<file path="src/rtl/cordic_share_arbiter.sv">
// Round-robin owner arbiter that shares one doubly-pipelined CORDIC among NREQ requesters.
// Define CORDIC_ARB_FIXED_PRIO_EN to select fixed lowest-index-first priority instead of round-robin.
module cordic_share_arbiter #(
    parameter int NREQ          = 3,
    parameter int DATA_WIDTH    = 16,
    parameter int ANGLE_WIDTH   = 16,
    parameter int CORDIC_STAGES = 16,
    parameter int CNT_W         = 6
) (
    input  logic                            clk,
    input  logic                            rstn,
    input  logic [NREQ-1:0]                 req,
    output logic [NREQ-1:0]                 gnt,
    input  logic [NREQ-1:0]                 req_nrst,
    input  logic [NREQ-1:0]                 req_vec_en,
    input  logic [NREQ*DATA_WIDTH-1:0]      req_vec_xin,
    input  logic [NREQ*DATA_WIDTH-1:0]      req_vec_yin,
    input  logic [NREQ-1:0]                 req_vec_ang_en,
    input  logic [NREQ-1:0]                 req_rot_en,
    input  logic [NREQ*DATA_WIDTH-1:0]      req_rot_xin,
    input  logic [NREQ*DATA_WIDTH-1:0]      req_rot_yin,
    input  logic [NREQ*ANGLE_WIDTH-1:0]     req_rot_ang_in,
    input  logic [NREQ-1:0]                 req_rot_mr_n,
    input  logic [NREQ*CORDIC_STAGES-1:0]   req_rot_mr_ext,
    input  logic [NREQ-1:0]                 req_rot_mr_vld,
    input  logic [NREQ*2-1:0]               req_rot_quad,
    output logic                            cordic_nrst,
    output logic                            cordic_vec_en,
    output logic [DATA_WIDTH-1:0]           cordic_vec_xin,
    output logic [DATA_WIDTH-1:0]           cordic_vec_yin,
    output logic                            cordic_vec_ang_en,
    output logic                            cordic_rot_en,
    output logic [DATA_WIDTH-1:0]           cordic_rot_xin,
    output logic [DATA_WIDTH-1:0]           cordic_rot_yin,
    output logic [ANGLE_WIDTH-1:0]          cordic_rot_ang_in,
    output logic                            cordic_rot_mr_n,
    output logic [CORDIC_STAGES-1:0]        cordic_rot_mr_ext,
    output logic                            cordic_rot_mr_vld,
    output logic [1:0]                      cordic_rot_quad,
    input  logic                            cordic_vec_opvld,
    input  logic                            cordic_rot_opvld,
    output logic [NREQ-1:0]                 vec_opvld,
    output logic [NREQ-1:0]                 rot_opvld,
    output logic                            ovf_err
);

    localparam int IDX_W = (NREQ > 2) ? $clog2(NREQ) : 1;

    typedef enum logic [1:0] {
        IDLE  = 2'd0,
        GRANT = 2'd1,
        DRAIN = 2'd2
    } state_t;

    state_t                 state_r, state_s;
    logic [NREQ-1:0]        gnt_r, gnt_s;
    logic [IDX_W-1:0]       owner_r, owner_s;
    logic [CNT_W-1:0]       vec_cnt_r, rot_cnt_r;
    logic                   ovf_err_r;
    logic [IDX_W:0]         pick_s;
    logic [CNT_W:0]         vec_step_s, rot_step_s;
    logic                   soft_clr_s;
    logic                   stray_s;

`ifdef CORDIC_ARB_FIXED_PRIO_EN
    // Lowest asserted index wins; returns {found, index}.
    function automatic logic [IDX_W:0] arb_pick(input logic [NREQ-1:0] r);
        logic             found;
        logic [IDX_W-1:0] win;
        found = 1'b0;
        win   = {IDX_W{1'b0}};
        for (int k = 0; k < NREQ; k++) begin
            if (!found && r[k]) begin
                found = 1'b1;
                win   = IDX_W'(k);
            end
        end
        return {found, win};
    endfunction
`else
    logic [IDX_W-1:0]       rr_ptr_r, rr_ptr_s;

    // First asserted index at or above ptr, wrapping; returns {found, index}.
    function automatic logic [IDX_W:0] arb_pick(input logic [NREQ-1:0] r,
                                                input logic [IDX_W-1:0] ptr);
        logic [2*NREQ-1:0] rot;
        logic              found;
        logic [IDX_W-1:0]  win;
        int                sum;
        rot   = {r, r} >> ptr;
        found = 1'b0;
        win   = {IDX_W{1'b0}};
        for (int k = 0; k < NREQ; k++) begin
            if (!found && rot[k]) begin
                found = 1'b1;
                sum   = int'(ptr) + k;
                if (sum >= NREQ) begin
                    sum = sum - NREQ;
                end
                win = IDX_W'(sum);
            end
        end
        return {found, win};
    endfunction

    function automatic logic [IDX_W-1:0] ptr_after(input logic [IDX_W-1:0] win);
        int nx;
        nx = int'(win) + 1;
        if (nx >= NREQ) begin
            nx = 0;
        end
        return IDX_W'(nx);
    endfunction
`endif

    // Saturating up/down counter step; returns {error, next_count}.
    function automatic logic [CNT_W:0] cnt_step(input logic [CNT_W-1:0] c,
                                                input logic inc, input logic dec);
        logic [CNT_W:0] res;
        case ({inc, dec})
            2'b10: begin
                if (c == {CNT_W{1'b1}}) res = {1'b1, c};
                else                    res = {1'b0, c + CNT_W'(1)};
            end
            2'b01: begin
                if (c == {CNT_W{1'b0}}) res = {1'b1, c};
                else                    res = {1'b0, c - CNT_W'(1)};
            end
            default: res = {1'b0, c};
        endcase
        return res;
    endfunction

`ifdef CORDIC_ARB_FIXED_PRIO_EN
    assign pick_s = arb_pick(req);
`else
    assign pick_s = arb_pick(req, rr_ptr_r);
`endif

    // Next-state, next-owner and pointer logic.
    always_comb begin
        state_s = state_r;
        gnt_s   = gnt_r;
        owner_s = owner_r;
`ifndef CORDIC_ARB_FIXED_PRIO_EN
        rr_ptr_s = rr_ptr_r;
`endif
        case (state_r)
            IDLE: begin
                if (pick_s[IDX_W]) begin
                    state_s = GRANT;
                    owner_s = pick_s[IDX_W-1:0];
                    gnt_s   = {{(NREQ-1){1'b0}}, 1'b1} << pick_s[IDX_W-1:0];
`ifndef CORDIC_ARB_FIXED_PRIO_EN
                    rr_ptr_s = ptr_after(pick_s[IDX_W-1:0]);
`endif
                end else begin
                    gnt_s = {NREQ{1'b0}};
                end
            end
            GRANT: begin
                if (!req[owner_r]) begin
                    state_s = DRAIN;
                end else begin
                    state_s = GRANT;
                end
            end
            DRAIN: begin
                if ((vec_cnt_r == {CNT_W{1'b0}}) && (rot_cnt_r == {CNT_W{1'b0}})) begin
                    if (pick_s[IDX_W]) begin
                        state_s = GRANT;
                        owner_s = pick_s[IDX_W-1:0];
                        gnt_s   = {{(NREQ-1){1'b0}}, 1'b1} << pick_s[IDX_W-1:0];
`ifndef CORDIC_ARB_FIXED_PRIO_EN
                        rr_ptr_s = ptr_after(pick_s[IDX_W-1:0]);
`endif
                    end else begin
                        state_s = IDLE;
                        gnt_s   = {NREQ{1'b0}};
                    end
                end else begin
                    state_s = DRAIN;
                end
            end
            default: begin
                state_s = IDLE;
                gnt_s   = {NREQ{1'b0}};
            end
        endcase
    end

    // Arbitration state registers.
    always_ff @(posedge clk or negedge rstn) begin
        if (!rstn) begin
            state_r  <= IDLE;
            gnt_r    <= {NREQ{1'b0}};
            owner_r  <= {IDX_W{1'b0}};
`ifndef CORDIC_ARB_FIXED_PRIO_EN
            rr_ptr_r <= {IDX_W{1'b0}};
`endif
        end else begin
            state_r  <= state_s;
            gnt_r    <= gnt_s;
            owner_r  <= owner_s;
`ifndef CORDIC_ARB_FIXED_PRIO_EN
            rr_ptr_r <= rr_ptr_s;
`endif
        end
    end

    // Owner mux: data follows any held owner, strobes only while it holds GRANT.
    always_comb begin
        cordic_vec_en     = 1'b0;
        cordic_vec_ang_en = 1'b0;
        cordic_rot_en     = 1'b0;
        cordic_rot_mr_vld = 1'b0;
        cordic_rot_mr_n   = 1'b0;
        cordic_vec_xin    = {DATA_WIDTH{1'b0}};
        cordic_vec_yin    = {DATA_WIDTH{1'b0}};
        cordic_rot_xin    = {DATA_WIDTH{1'b0}};
        cordic_rot_yin    = {DATA_WIDTH{1'b0}};
        cordic_rot_ang_in = {ANGLE_WIDTH{1'b0}};
        cordic_rot_mr_ext = {CORDIC_STAGES{1'b0}};
        cordic_rot_quad   = 2'b00;
        if (gnt_r != {NREQ{1'b0}}) begin
            cordic_vec_xin    = req_vec_xin[owner_r*DATA_WIDTH +: DATA_WIDTH];
            cordic_vec_yin    = req_vec_yin[owner_r*DATA_WIDTH +: DATA_WIDTH];
            cordic_rot_xin    = req_rot_xin[owner_r*DATA_WIDTH +: DATA_WIDTH];
            cordic_rot_yin    = req_rot_yin[owner_r*DATA_WIDTH +: DATA_WIDTH];
            cordic_rot_ang_in = req_rot_ang_in[owner_r*ANGLE_WIDTH +: ANGLE_WIDTH];
            cordic_rot_mr_ext = req_rot_mr_ext[owner_r*CORDIC_STAGES +: CORDIC_STAGES];
            cordic_rot_quad   = req_rot_quad[owner_r*2 +: 2];
            cordic_rot_mr_n   = req_rot_mr_n[owner_r];
        end else begin
            cordic_rot_quad   = 2'b00;
        end
        if (state_r == GRANT) begin
            cordic_vec_en     = req_vec_en[owner_r];
            cordic_vec_ang_en = req_vec_ang_en[owner_r];
            cordic_rot_en     = req_rot_en[owner_r];
            cordic_rot_mr_vld = req_rot_mr_vld[owner_r];
        end else begin
            cordic_vec_en     = 1'b0;
        end
    end

    assign soft_clr_s  = (state_r == GRANT) && !req_nrst[owner_r];
    assign cordic_nrst = rstn & ((state_r == GRANT) ? req_nrst[owner_r] : 1'b1);
    assign stray_s     = (cordic_vec_opvld | cordic_rot_opvld) && (gnt_r == {NREQ{1'b0}});
    assign vec_step_s  = cnt_step(vec_cnt_r, cordic_vec_en, cordic_vec_opvld);
    assign rot_step_s  = cnt_step(rot_cnt_r, cordic_rot_en, cordic_rot_opvld);

    // In-flight counters and sticky over/underflow flag.
    always_ff @(posedge clk or negedge rstn) begin
        if (!rstn) begin
            vec_cnt_r <= {CNT_W{1'b0}};
            rot_cnt_r <= {CNT_W{1'b0}};
            ovf_err_r <= 1'b0;
        end else begin
            if (soft_clr_s) begin
                vec_cnt_r <= {CNT_W{1'b0}};
                rot_cnt_r <= {CNT_W{1'b0}};
            end else begin
                vec_cnt_r <= vec_step_s[CNT_W-1:0];
                rot_cnt_r <= rot_step_s[CNT_W-1:0];
            end
            ovf_err_r <= ovf_err_r | vec_step_s[CNT_W] | rot_step_s[CNT_W] | stray_s;
        end
    end

    assign gnt       = gnt_r;
    assign ovf_err   = ovf_err_r;
    assign vec_opvld = {NREQ{cordic_vec_opvld}} & gnt_r;
    assign rot_opvld = {NREQ{cordic_rot_opvld}} & gnt_r;

endmodule

</file>
<file path="config.mk">
export PLATFORM = sky130hd
export DESIGN_NAME = cordic_share_arbiter
export DESIGN_NICKNAME = d
export VERILOG_FILES = /design/src/rtl/cordic_share_arbiter.sv
export SDC_FILE = /design/constraint.sdc
export NUM_CORES = 1
export LEC_CHECK = 0
export CAP_MARGIN = 5
export CORE_AREA = 8 8 161 163
export DETAILED_ROUTE_END_ITERATION = 16
export DIE_AREA = 0 0 169 171
export GPL_TIMING_DRIVEN = 0
export PLACE_DENSITY_LB_ADDON = 0.12
export SYNTH_ARGS = -nofsm -noshare
export SYNTH_HDL_FRONTEND = slang
export SYNTH_SLANG_ARGS = --single-unit
export TNS_END_PERCENT = 100
</file>
<file path="constraint.sdc">
create_clock -name clk -period 3.6 [get_ports clk]
set_input_delay 0.36 -clock clk [delete_from_list [all_inputs] [get_ports clk]]
set_output_delay 0.36 -clock clk [all_outputs]
set_load 0.01 [all_outputs]
</file>
==> results.toml, run 1 <==
[setup_path]
crit_path_top_delay_cell = "buf_1"
worstPathCellList = "buf_2 > buf_1 > buf_2 > mux2i_1 > nor2_1 > a21oi_1 > nor2_1 > clkdlybuf4s50_1"
critPathArrivalTime_ns = 3.03
end_kind = "primary output"
path_class = "flop to primary output"
critPathLaunchType = "flop"
cp.required_ns = 3.24
cpPeakStageDelay_ns = 0.60
critPathMaxFanout = 10

[global_route]
grt_first_pass_wirelength_um = 43200
antenna_found_initial = 8
grt-ovfl-total = 0
track_usage_pct = 19.8
grt_start_max_net_pins = 24
grt_pass1_vias = 6730

[clocking]
clkTransAtPathRegs_ns = 0.07
cts_tree = "yes"
post-cts-setup-buffers = 0
clk_latency_ns = 0.26
holdBufCountCts = 0
cts_buffers = 3
clockBufferDepth = 2
root_buffer = "clkbuf_16"
clkSinkCount = 22
h-tree-depth = 1

[outcome]
status = "completed"

[drt]
vias_per_cell = 4.54
remaining_drc_errors = 0
drt_pass1_iterations = 5
drt_iter0_drc = 325
vias = 6581
antenna_left = 0
wl_met2_um = 16600
met1Wirelength_um = 11400
routedWlPerCell_um = 21.4
top_layer = "met5"
met3_length_um = 2690
drt-total-wl_um = 31000

[final_layout]
drive_above_1_share_pct = 4.17
area_delta_synth_final_pct = 108
fin_nets = 1460

[sta]
finalSetupTns_ns = 0
clock.fmax_mhz = 295
rsz0062_at_grt = "no"
period_needed_ns = 3.39
setup_viol = 0
fin_skew_ns = 0.00521
finalCritPeriodShare_pct = 94.2
slew_headroom_pct = 22.8
hold_violations = 0
tightestPinTransition_ns = 1.15
layout_setup_ws_ns = 0.210
finalMaxSlewViolations = 0

[logic_synthesis]
ys.flop_type = "dfrtp_1"
ys_types = 57
synth_top_area_share_pct = 24.7
synth_area_leaders = "mux2i_1, nor2_1, a21oi_1, dfrtp_1, ha_1"
synth_common_cells = "nor2_1, a21oi_1, mux2i_1, clkbuf_1, nand2_1"
yosysMostFrequentCell = "nor2_1"
netlist_instances = 693
postSynthAreaPerCell_um2 = 6.44
synth_edf_count = 0
synth-async-reset-ratio_pct = 100
synth-seq-cells = 22
synth.largest_area_cell = "mux2i_1"
synth_area_um2 = 4460
yosysWarnings = 0
syn-num-nets = 1024
synth-seq-area-share_pct = 12.3

[floorplan]
pin_count = 433
die_height_um = 171
start_util_pct = 19.2
dieArea_um2 = 28900
fp.dieW_um = 169
rows = 56
core_area_um2 = 23300

[placed_design]
post-place-ws_ns = -0.0277
gp_congestion = 0.861
numPortBuffers = 432
dpl.hpwl_um = 26300

[power_and_ir_drop]
p_leak_nw = 3.79
vdd_drop_max_mv = 0.315
p_per_area_nw_per_um2 = 704

[run]
maxCapViolCount = 0

[hold_path]
hold_class = "flop to flop"
[per-stage QoR]
step                      cells  cell area, um^2  utilization, %  power (mW)  hold WS (ns)
final                      1451             9290            39.9        6.54         0.516
after global routing       1451             9290            39.9        7.13         0.544
after CTS                  1448             9280            39.9        6.64         0.536
after detailed placement   1444             9190            39.5        6.32         0.521
after global placement     1444             9190            39.5        6.34         0.511
after floorplan             693             4460               -        3.59        0.0644
[layout by cell type (no fill, tap or decap), types with 3 or more instances in the layout]
cell	n
a21oi_1	117
buf_6	4
or4_1	3
buf_2	18
or3_1	3
o21ai_1	3
diode_2	4
o21ai_0	16
a22oi_1	4
clkbuf_16	3
clkdlybuf4s50_1	432
and2_1	6
ha_1	12
nor2_1	220
a31oi_1	3
nor2b_1	4
inv_1	18
dfrtp_1	22
o22ai_1	4
o41ai_1	3
mux2i_1	110
nand2_1	23
nand3b_1	4
nor4_1	3
clkbuf_1	27
buf_1	3
nor3_1	5
nand3_1	10
clkbuf_2	3
or2_2	3
[timing repair]
action	CTS	global route
cloned	0	0
endpoints found under the hold margin	0	0
resized for setup	4	2
endpoints found under the setup margin	90	7
[power breakdown]
group / leakage (nW) / switching, mW / total [mW] / internal, mW
combinational: 3.46 / 3.10 / 5.80 / 2.71
sequential: 0.286 / 0.121 / 0.465 / 0.345
clock: 0.0442 / 0.103 / 0.274 / 0.170
total: 3.79 / 3.32 / 6.54 / 3.22
[per-layer routing]
| metal | GRT usage (%) | vias up |
|---|---|---|
| li1 | - | 3282 |
| met2 | 37.7 | 249 |
| met5 | 0 | - |
| met1 | 21.2 | 3022 |
| met3 | 7.01 | 20 |
| met4 | 2.81 | 8 |
[layout make-up]
cell class	instances	area [um^2]
antenna	4	10.0
buffer	56	270
clock buffer	4	88.8
fill	2521	14000
inverter	18	67.6
multi-input combinational	596	3580
sequential	22	551
tap	319	399
timing repair buffer	432	4320
[sequential cells by signal (all words and copies together), names as in the netlist]
| name | flops |
|---|---|
| gnt | 3 |
| ovf_err | 1 |
| owner_r | 2 |
| rot_cnt_r | 6 |
| rr_ptr_r | 2 |
| state_r | 2 |
| vec_cnt_r | 6 |
[cell families (layout without fill, tap and decap cells)]
kind of cell,after synthesis,count (layout),synth area share [%]
simple gates,304,304,30.1
buf+inv,75,510,7.54
mux,111,111,24.9
flops,22,22,12.3
fa+ha+maj,12,12,3.36
compound gates,169,169,21.7
other cells,0,4,0
[final timing paths]
check | from | to | slack [ns] | depth (start not counted)
max reg2reg | owner_r[0]$_DFFE_PN0P_ | vec_cnt_r[5]$_DFFE_PN0P_ | 0.45 | 10
min in group asynchronous | rstn | rot_cnt_r[1]$_DFFE_PN0P_ | 0.71 | 1
min reg2reg | ovf_err$_DFF_PN0_ | ovf_err$_DFF_PN0_ | 0.52 | 2
max in group asynchronous | rstn | gnt[2]$_DFFE_PN0P_ | 2.19 | 1
min | ovf_err$_DFF_PN0_ | ovf_err$_DFF_PN0_ | 0.52 | 2
max | owner_r[1]$_DFFE_PN0P_ | cordic_rot_xin[1] | 0.21 | 8
[critical path: cells and delay by family (launching register included)]
kind / cells / cell delay [ns]
AOI/OAI and AO/OA: 1 / 0.14
and+or+nand+nor: 2 / 0.11
muxes: 1 / 0.30
buffers and inverters: 4 / 1.89
DFF: 1 / 0.32
No activity file was read; power rests on OpenSTA's default activity.
==> run 2, diff against run 1 <==
--- a/config.mk
+++ b/config.mk
@@ -7,6 +7,7 @@
 export LEC_CHECK = 0
 export CAP_MARGIN = 5
 export CORE_AREA = 8 8 161 163
+export CTS_BUF_LIST = sky130_fd_sc_hd__clkbuf_8
 export DETAILED_ROUTE_END_ITERATION = 16
 export DIE_AREA = 0 0 169 171
 export GPL_TIMING_DRIVEN = 0
@@ -14,4 +15,4 @@
 export SYNTH_ARGS = -nofsm -noshare
 export SYNTH_HDL_FRONTEND = slang
 export SYNTH_SLANG_ARGS = --single-unit
-export TNS_END_PERCENT = 100
+export TNS_END_PERCENT = 20
==> run 2 against run 1 <==
Compared with the run above:
- sequential power hardly changed
- power is 1.2% lower
- fmax rose by 2.8%
- sequential cell count unchanged
- register-to-register slack is essentially flat
- worst hold slack improved by 0.0047 ns
- clock power fell by 29%
- count of clock-buffer cells in the layout stayed put
- final area is 0.40% lower
- first-iteration DRC count down 0.92%
- critical endpoint is now cordic_rot_ang_in[14]
- highest routed layer unchanged
==> results.toml, run 2 (synthesis gave the netlist of run 1 again) <==
[setup_path]
reg2regPathDepth = 10
r2r_slack_ns = 0.45
worstReg2RegEnd = "vec_cnt_r[5]$_DFFE_PN0P_"
end_kind = "primary output"
critPathMaxFanout = 10
crit_end = "cordic_rot_ang_in[14]"
rr_startpoint = "owner_r[0]$_DFFE_PN0P_"
cp.required_ns = 3.24
critPathArrivalTime_ns = 2.94
path_class = "flop to primary output"
crit_path_start = "owner_r[0]$_DFFE_PN0P_"
critPathLaunchType = "flop"

[clocking]
cts_tree = "yes"
holdBufCountCts = 0
post-cts-setup-buffers = 0
clkTransAtPathRegs_ns = 0.09
clockBufferDepth = 2
clk_latency_ns = 0.28
h-tree-depth = 1
root_buffer = "clkbuf_8"
cts_buffers = 3
clkSinkCount = 22
cts.repair.resized = 4

[drt]
drt_pass1_iterations = 4
vias = 6581
routedWlPerCell_um = 21.4
vias_per_cell = 4.54
antenna_left = 0
drt-total-wl_um = 31000
remaining_drc_errors = 0
drt_iter0_drc = 322

[placed_design]
gp_congestion = 0.861
postPlaceCellArea_um2 = 9190
numPortBuffers = 432
post-place-ws_ns = -0.0277
dpl.hpwl_um = 26300

[global_route]
grt_pass1_vias = 6766
track_usage_pct = 19.8
grt_first_pass_wirelength_um = 43400
grt_start_max_net_pins = 24
grt-ovfl-total = 0
antenna_found_initial = 6

[power_and_ir_drop]
p_per_area_nw_per_um2 = 698
vdd_drop_max_mv = 0.313
p_leak_nw = 3.77

[sta]
finalCritPeriodShare_pct = 91.6
clock.fmax_mhz = 303
fin_skew_ns = 0.00648
setup_viol = 0
layout_setup_ws_ns = 0.304
finalMaxSlewViolations = 0
hold_violations = 0
tightestPinTransition_ns = 1.16
slew_headroom_pct = 22.7
period_needed_ns = 3.30
rsz0062_at_grt = "no"

[floorplan]
fp.dieW_um = 169
pin_count = 433
core_area_um2 = 23300
die_height_um = 171
dieArea_um2 = 28900
start_util_pct = 19.2
rows = 56

[hold_path]
hold_class = "flop to flop"

[final_layout]
final_cell_mix = "clkdlybuf4s50_1, nor2_1, a21oi_1"
fin_nets = 1460
fillCellCount = 2520
final_area_um2 = 9260
layout_commonest_cell = "clkdlybuf4s50_1"
final_util_pct = 39.8
drive_above_1_share_pct = 4.26
area_delta_synth_final_pct = 107

[run]
maxCapViolCount = 0

[outcome]
status = "completed"
run 2: changes by cell type in the layout (fill, tap and decap cells not counted):
cell,change
buf_1,-1
buf_2,-1
clkbuf_16,-3
clkbuf_2,+2
clkbuf_8,+3
diode_2,-2
run 2: worst min path at each step:
stage,from,end,slack (ns),cells past startpoint
6_report,ovf_err$_DFF_PN0_,ovf_err$_DFF_PN0_,0.52,2
5_1_grt,ovf_err$_DFF_PN0_,ovf_err$_DFF_PN0_,0.55,2
4_1_cts,state_r[1]$_DFFE_PN0P_,state_r[0]$_DFFE_PN0P_,0.54,1
3_5_place_dp,ovf_err$_DFF_PN0_,ovf_err$_DFF_PN0_,0.52,2
3_3_place_gp,ovf_err$_DFF_PN0_,ovf_err$_DFF_PN0_,0.51,2
2_1_floorplan,rstn,gnt[0]$_DFFE_PN0P_,0.06,0
run 2: metal layers:
layer | track usage (%) | wire [um] | vias up | share of wire (%)
met2 | 38.2 | 16800 | 234 | 54
met3 | 6.48 | 2550 | 13 | 8.2
met5 | 0 | 51 | - | 0.16
met1 | 21.4 | 11500 | 3047 | 37
met4 | 2.08 | 91 | 8 | 0.29
li1 | - | - | 3279 | -
run 2: per-stage QoR:
stage               std cells  setup TNS (ns)  hold WS (ns)  power, mW
floorplan                 693               0        0.0644       3.59
global placement         1444         -0.0519         0.511       6.34
detailed placement       1444         -0.0455         0.521       6.32
CTS                      1448               0         0.542       6.56
global route             1449               0         0.551       7.05
finish                   1449               0         0.521       6.46
run 2: power by group:
part	switching [mW]	total (mW)	internal, mW	leakage [nW]
sequential	0.121	0.465	0.344	0.286
combinational	3.09	5.80	2.71	3.46
clock	0.0967	0.195	0.0980	0.0288
total	3.31	6.46	3.15	3.77
run 2: critical path: stages (launching register included):
cell	delay (ns)
dfrtp_1	0.55
nor2b_1	0.17
clkbuf_1	0.33
clkbuf_2	0.38
buf_2	0.29
a21oi_1	0.09
nor2_1	0.23
clkdlybuf4s50_1	0.61
run 2: cell type report:
class / count / area, um^2 / share of cell area (%)
multi-input cells: 596 / 3580 / 38.7
flip-flops and latches: 22 / 551 / 5.95
plain buffers: 56 / 272 / 2.93
clock buffers: 4 / 55.1 / 0.595
well taps: 319 / 399 / 4.31
inverters: 18 / 67.6 / 0.730
repair buffers: 432 / 4320 / 46.7
diodes: 2 / 5.00 / 0.0541
